### src/rtl/mem_arbiter.sv
// mem_arbiter: round-robin arbiter and access sequencer for a byte-addressable data memory.
//
// The memory samples its controls on the negedge and registers its read data (rd). Each
// accepted request gets one ISSUE cycle on the memory and then one tagged response. Requests
// that are misaligned, out of range or of an illegal size are answered with rsp_err and never
// reach the memory.
//
// Ports:
//   clk, rst                 clock (logic on posedge), synchronous active-high reset
//   reqN_valid/ready         request handshake for requester N (0: fetch/debug, 1: LSU)
//   reqN_we/size/unsigned    store flag, size (00 byte, 01 half, 10 word), load zero-extend
//   reqN_addr/wdata          byte address and right-justified store data
//   rsp_valid/ready          response handshake; rsp_id/err/rdata held while valid & !ready
//   mem_gwe, mem_bw0..3      word write enable and per-lane byte write strobes
//   mem_rd                   registered read request
//   mem_addr/wdata/rdata     memory address, store data and read data
module mem_arbiter #(
    parameter int unsigned XLEN    = 32,
    parameter int unsigned MEM_LEN = 256
) (
    input  logic            clk,
    input  logic            rst,
    input  logic            req0_valid,
    output logic            req0_ready,
    input  logic            req0_we,
    input  logic [1:0]      req0_size,
    input  logic            req0_unsigned,
    input  logic [XLEN-1:0] req0_addr,
    input  logic [XLEN-1:0] req0_wdata,
    input  logic            req1_valid,
    output logic            req1_ready,
    input  logic            req1_we,
    input  logic [1:0]      req1_size,
    input  logic            req1_unsigned,
    input  logic [XLEN-1:0] req1_addr,
    input  logic [XLEN-1:0] req1_wdata,
    output logic            rsp_valid,
    input  logic            rsp_ready,
    output logic            rsp_id,
    output logic            rsp_err,
    output logic [XLEN-1:0] rsp_rdata,
    output logic            mem_gwe,
    output logic            mem_rd,
    output logic            mem_bw0,
    output logic            mem_bw1,
    output logic            mem_bw2,
    output logic            mem_bw3,
    output logic [XLEN-1:0] mem_addr,
    output logic [XLEN-1:0] mem_wdata,
    input  logic [XLEN-1:0] mem_rdata
);

    typedef enum logic [1:0] {StIdle, StIssue, StResp} state_e;

    state_e          state_q, state_d;
    logic            ptr_q, ptr_d;
    logic            id_q, we_q, uns_q, err_q;
    logic [1:0]      size_q;
    logic [XLEN-1:0] addr_q, wdata_q, rdata_q;

    logic            gnt;
    logic            latch_en;
    logic            sel_we, sel_uns, sel_misaligned, sel_illegal;
    logic [1:0]      sel_size;
    logic [XLEN-1:0] sel_addr, sel_wdata;

    logic [7:0]      lane_byte;
    logic [15:0]     lane_half;
    logic [XLEN-1:0] load_ext;
    logic [3:0]      lane_mask;
    logic [3:0]      bw_strobe;

    // Pointer port wins a tie; otherwise whichever port is valid.
    always_comb begin
        if (req0_valid && req1_valid) begin
            gnt = ptr_q;
        end else begin
            gnt = req1_valid;
        end
    end

    assign sel_we    = gnt ? req1_we       : req0_we;
    assign sel_uns   = gnt ? req1_unsigned : req0_unsigned;
    assign sel_size  = gnt ? req1_size     : req0_size;
    assign sel_addr  = gnt ? req1_addr     : req0_addr;
    assign sel_wdata = gnt ? req1_wdata    : req0_wdata;

    always_comb begin
        sel_misaligned = 1'b0;
        case (sel_size)
            2'b01:   sel_misaligned = sel_addr[0];
            2'b10:   sel_misaligned = |sel_addr[1:0];
            default: sel_misaligned = 1'b0;
        endcase
        sel_illegal = (sel_size == 2'b11) || sel_misaligned ||
                      ((sel_addr >> 2) >= XLEN'(MEM_LEN));
    end

    // Load extraction from the word the memory registered during ISSUE.
    assign lane_byte = mem_rdata[{addr_q[1:0], 3'b000} +: 8];
    assign lane_half = addr_q[1] ? mem_rdata[31:16] : mem_rdata[15:0];

    always_comb begin
        load_ext = '0;
        case (size_q)
            2'b00:   load_ext = {{(XLEN-8){~uns_q & lane_byte[7]}}, lane_byte};
            2'b01:   load_ext = {{(XLEN-16){~uns_q & lane_half[15]}}, lane_half};
            default: load_ext = mem_rdata;
        endcase
        if (we_q) begin
            load_ext = '0;
        end
    end

    always_comb begin
        lane_mask = 4'b0000;
        case (size_q)
            2'b00:   lane_mask = 4'b0001 << addr_q[1:0];
            2'b01:   lane_mask = addr_q[1] ? 4'b1100 : 4'b0011;
            default: lane_mask = 4'b0000;
        endcase
    end

    // Outputs are forced quiet while rst is high so an aborted store never strobes memory.
    always_comb begin
        state_d    = state_q;
        ptr_d      = ptr_q;
        latch_en   = 1'b0;
        req0_ready = 1'b0;
        req1_ready = 1'b0;
        rsp_valid  = 1'b0;
        rsp_id     = 1'b0;
        rsp_err    = 1'b0;
        rsp_rdata  = '0;
        mem_gwe    = 1'b0;
        mem_rd     = 1'b0;
        bw_strobe  = 4'b0000;
        mem_addr   = '0;
        mem_wdata  = '0;
        if (!rst) begin
            unique case (state_q)
                StIdle: begin
                    req0_ready = req0_valid && !gnt;
                    req1_ready = req1_valid && gnt;
                    if (req0_valid || req1_valid) begin
                        latch_en = 1'b1;
                        ptr_d    = ~gnt;
                        state_d  = sel_illegal ? StResp : StIssue;
                    end
                end
                StIssue: begin
                    mem_addr  = addr_q;
                    mem_wdata = wdata_q;
                    if (!we_q) begin
                        mem_rd = 1'b1;
                    end else if (size_q == 2'b10) begin
                        mem_gwe = 1'b1;
                    end else begin
                        bw_strobe = lane_mask;
                    end
                    state_d = StResp;
                end
                StResp: begin
                    rsp_valid = 1'b1;
                    rsp_id    = id_q;
                    rsp_err   = err_q;
                    rsp_rdata = rdata_q;
                    if (rsp_ready) begin
                        state_d = StIdle;
                    end
                end
                default: state_d = StIdle;
            endcase
        end
    end

    assign {mem_bw3, mem_bw2, mem_bw1, mem_bw0} = bw_strobe;

    always_ff @(posedge clk) begin
        if (rst) begin
            state_q <= StIdle;
            ptr_q   <= 1'b0;
            id_q    <= 1'b0;
            we_q    <= 1'b0;
            uns_q   <= 1'b0;
            err_q   <= 1'b0;
            size_q  <= 2'b00;
            addr_q  <= '0;
            wdata_q <= '0;
            rdata_q <= '0;
        end else begin
            state_q <= state_d;
            ptr_q   <= ptr_d;
            if (latch_en) begin
                id_q    <= gnt;
                we_q    <= sel_we;
                uns_q   <= sel_uns;
                err_q   <= sel_illegal;
                size_q  <= sel_size;
                addr_q  <= sel_addr;
                wdata_q <= sel_wdata;
                rdata_q <= '0;
            end else if (state_q == StIssue) begin
                rdata_q <= load_ext;
            end
        end
    end

endmodule

### config.mk
export PLATFORM = sky130hd
export DESIGN_NAME = mem_arbiter
export DESIGN_NICKNAME = d
export VERILOG_FILES = /design/src/rtl/mem_arbiter.sv
export SDC_FILE = /design/constraint.sdc
export NUM_CORES = 1
export LEC_CHECK = 0
export CAP_MARGIN = 20
export CORE_MARGIN = 2
export CORE_UTILIZATION = 37
export DETAILED_ROUTE_END_ITERATION = 12
export PLACE_DENSITY = 0.78
export SYNTH_ARGS = -nofsm -noshare
export SYNTH_HDL_FRONTEND = slang
export SYNTH_SLANG_ARGS = --single-unit
### constraint.sdc
create_clock -name clk -period 2.3 [get_ports clk]
set_clock_uncertainty 0.2 [all_clocks]
set_input_delay 0.575 -clock clk [delete_from_list [all_inputs] [get_ports clk]]
set_output_delay 0.575 -clock clk [all_outputs]
set_load 0.005 [all_outputs]
==> results of run 1 <==
-- per-layer routing --
| metal | GRT usage [%] | wire, µm |
|---|---|---|
| met5 | 0 | 0 |
| met4 | 10.8 | 659 |
| met3 | 4.84 | 1500 |
| met2 | 43.7 | 10300 |
| met1 | 31.5 | 8620 |
-- power breakdown --
part	switching [W]	internal, W
sequential	0.0000573	0.00193
clock	0.000695	0.000817
combinational	0.000477	0.000660
-- metrics by stage --
step / std cells / setup TNS, ns / total power [W]
finish: 1171 / -8.52 / 0.00464
global route: 1171 / -11.73 / 0.00483
CTS: 1168 / -10.97 / 0.00466
detailed placement: 1114 / -54.06 / 0.00303
global placement: 1114 / -48.75 / 0.00301
floorplan: 642 / -0.303 / 0.00246
-- flip-flops by register name, summed over array words and instances (netlist names) --
name / cells
ptr_q: 1
id_q: 1
wdata_q: 32
we_q: 1
uns_q: 1
rdata_q: 32
state_q: 2
err_q: 1
addr_q: 32
size_q: 2
-- worst max-delay path, stage by stage, from the launching register on --
cell and delay (ns):
dfxtp_2 0.34, buf_6 0.12, nor3b_4 0.23, buf_6 0.15
buf_12 0.10, buf_12 0.11, buf_16 0.12, and2_4 0.14
buf_6 0.09
-- cell usage in the layout, fill, tap and decap left out, types with 4 or more instances in the layout --
master,n
nand2b_1,31
a21oi_1,8
nor2b_1,17
a31oi_1,7
nand2_1,48
clkdlybuf4s50_1,169
dlygate4sd2_1,10
nor3b_1,4
nor2_1,68
nor3_1,6
mux2_2,8
nor2_2,4
o21ai_0,35
nand2b_4,6
buf_2,18
clkbuf_2,13
a222oi_1,10
nor3b_2,5
buf_4,54
dfxtp_1,103
buf_6,88
a221o_1,24
clkdlybuf4s15_1,4
buf_12,19
mux2i_1,33
clkbuf_16,10
a32o_1,8
o2bb2ai_1,16
nor4_1,8
inv_1,11
nand3b_1,9
and2_1,7
and2_4,58
o221ai_1,7
-- worst max path at each step --
stage                                  startpoint                       to  slack, ns  cells after the start
after floorplan                        req0_valid  state_q[1]$_SDFFE_PP0P_      -0.12                      9
after global placement                 req0_valid               req1_ready      -0.63                      6
after detailed placement               req0_valid  state_q[1]$_SDFFE_PP0P_      -0.75                      9
after CTS                 state_q[1]$_SDFFE_PP0P_            rsp_rdata[17]      -0.28                      9
after global routing      state_q[0]$_SDFFE_PP0P_            rsp_rdata[24]      -0.27                      8
final                     state_q[0]$_SDFFE_PP0P_            rsp_rdata[24]      -0.24                      8
-- repair_timing --
item	4_1_cts	5_1_grt
cloned	7	1
pin swaps	58	19
resized for setup	509	85
setup buffers	32	11
setup endpoints to repair	110	93
-- logic make-up after synthesis --
| group | count (synthesis) |
|---|---|
| muxes | 44 |
| adders and majority gates | 3 |
| buffers and inverters | 66 |
| AOI/OAI and AO/OA | 128 |
| DFF | 105 |
| and+or+nand+nor | 296 |
-- synthesized netlist by cell type (2+ instances only) --
cell type / instances / area share, %
a21o_1: 2 / 0.27
a21oi_1: 8 / 0.73
a221o_1: 24 / 4.4
a222oi_1: 10 / 1.8
a31oi_1: 7 / 0.80
a32o_1: 8 / 1.5
and2_1: 65 / 7.4
and3_1: 3 / 0.34
buf_1: 4 / 0.27
buf_2: 19 / 1.7
buf_4: 2 / 0.27
clkbuf_1: 28 / 1.9
dfxtp_1: 105 / 38
ha_1: 3 / 0.69
inv_1: 12 / 0.82
mux2_2: 8 / 1.6
mux2i_1: 35 / 6.4
nand2_1: 49 / 3.4
nand2b_1: 37 / 4.2
nand3b_1: 9 / 1.2
nand4_1: 2 / 0.23
nor2_1: 74 / 5.1
nor2b_1: 19 / 2.2
nor3_1: 9 / 0.82
nor3_4: 2 / 0.59
nor3b_1: 10 / 1.4
nor4_1: 8 / 0.92
o21ai_0: 35 / 3.2
o21ai_1: 2 / 0.18
o221ai_1: 7 / 1.1
o22ai_1: 2 / 0.23
o2bb2ai_1: 16 / 2.6
or2_2: 2 / 0.23
-- final cells by class --
type / instances / area (µm²)
clock inverter: 2 / 12.5
fill: 1151 / 4460
clock buffer: 13 / 270
inverter: 13 / 48.8
multi-input combinational: 471 / 3460
timing repair buffer: 383 / 3900
sequential: 105 / 2100
tap: 184 / 230
==> results by group, run 1 <==
Placement
  – Hpwl dp: 14,400 µm
  – Setup slack at placement: -0.752 ns
  – Final RePlAce weighted congestion: 0.856
  – Post-Place Cell Area: 0.00888 mm²
  – Port bufs: 279

Yosys
  – Syn Area/Cell: 8.52 µm²
  – Synth warn: 0
  – Synth Area in Simple Gates: 29.2%
  – Synth Cell Area: 0.00547 mm²
  – Top_reg_cell synth: dfxtp_1
  – Compound-Gate Fraction of Synth Area: 18.1%
  – EDFF count, synth: 0
  – Mapped Cells: 642
  – Post-Syn Nets: 818
  – Sequential cell area fraction in the yosys report: 38.4%
  – Async S/R FF share, synth: 0%
  – Synth Area in Adders: 0.686%
  – Mux cell area share after synthesis: 8.47%
  – Post-Synth XOR/XNOR Area: 0%
  – Largest family of logic cells by synthesized area: simple AND/OR/NAND/NOR gates
  – Count of cell types in the netlist: 49
  – #FFs+latches synth: 105

Route
  – Drt total wl: 21,100 µm
  – Wire length per cell: 18.0 µm
  – DR vias/cell: 5.23
  – Via count: 6,120
  – Iteration-0 DRC Markers: 427
  – Detail Route Antenna Nets: 0
  – Number of iterations in the first detailed-routing pass: 6
  – DRC Markers: 0

Floorplan
  – Num ports: 280
  – Core ar.: 0.0145 mm²
  – Cell row count: 44
  – Die H: 126 µm
  – Initial Utilization: 37.8%
  – Die Footprint: 0.0158 mm²
  – Die width: 126 µm

STA
  – Fmax: 0.394 GHz
  – Final hold violations: 0
  – Hold WS: 0.250 ns
  – Post-layout minimum cycle time: 2.54 ns
  – RSZ-0062 raised after global routing: true
  – Slew @ Worst Pin: 0.500 ns
  – Final setup vio count: 61
  – Setup WS post-layout: -0.240 ns
  – Final Cycle Share: 110%
  – Slew Limit Fails: 0
  – Slew HR: 66.7%

Finish
  – Share of cells above drive strength 1: 33.0%
  – Finished Cell Area: 0.0100 mm²
  – # diodes: 0
  – Nets: 1,159
  – Util after Layout: 69.2%
  – Synthesis-to-finish area growth: 83.3%

Clock tree
  – Root buffer cell: clkbuf_16
  – CTS max path bufs: 2
  – CTS Buf Count: 9
  – Total clock sinks: 105
  – CTS tree: done
  – H-tree levels: 3
  – Latest clock arrival within the worst-skew pair: 0.35 ns
  – Hold-fix buffers at CTS: 0
  – Clock slew at reported path FFs: 0.07 ns

Global route
  – Global-route wire length before repair: 32,200 µm
  – Pin count of the biggest net entering global routing: 40
  – Vias in the first global route: 6,089
  – Total GRT Usage: 25.6%
  – Grt ovf: 0
  – Initial antenna violation count: 0

Critical path
  – Critical path class: reg2out
  – Crit end category: output port
  – Worst EP arrival: 1.77 ns
  – Reg2reg start: ptr_q$_SDFFE_PP0P_
  – Worst-path maximum fanout: 8
  – Startpoint types: flip-flop
  – Reg2reg end: state_q[1]$_SDFFE_PP0P_
  – Worst EP required: 1.52 ns
  – FF-to-FF path depth: 8
  – R2R Setup Slk: 0.09 ns

Run
  – Max cap viols: 0

Outcome
  – Status: complete, but fails checks
  – Violated checks: negative setup slack

Pwr
  – PwrDens: 463 mW/mm²
  – Worst ir drop on vdd: 327 µV
  – Leakage: 4.25 nW

Min path
  – Hold WC Path Type: reg2reg
  – Hold path depth: 2
  – Worst Hold Endpoint: addr_q[22]$_SDFFE_PP0P_
  – Hold Path Origin: addr_q[22]$_SDFFE_PP0P_
Power figures use the tool's default switching activity.
==> run 2: changes to the inputs <==
Settings changed: ABC_CLOCK_PERIOD_IN_PS from default to 2300.
==> results of run 2 <==
No change in the layout: final DEF, timing and power equal those of run 1.
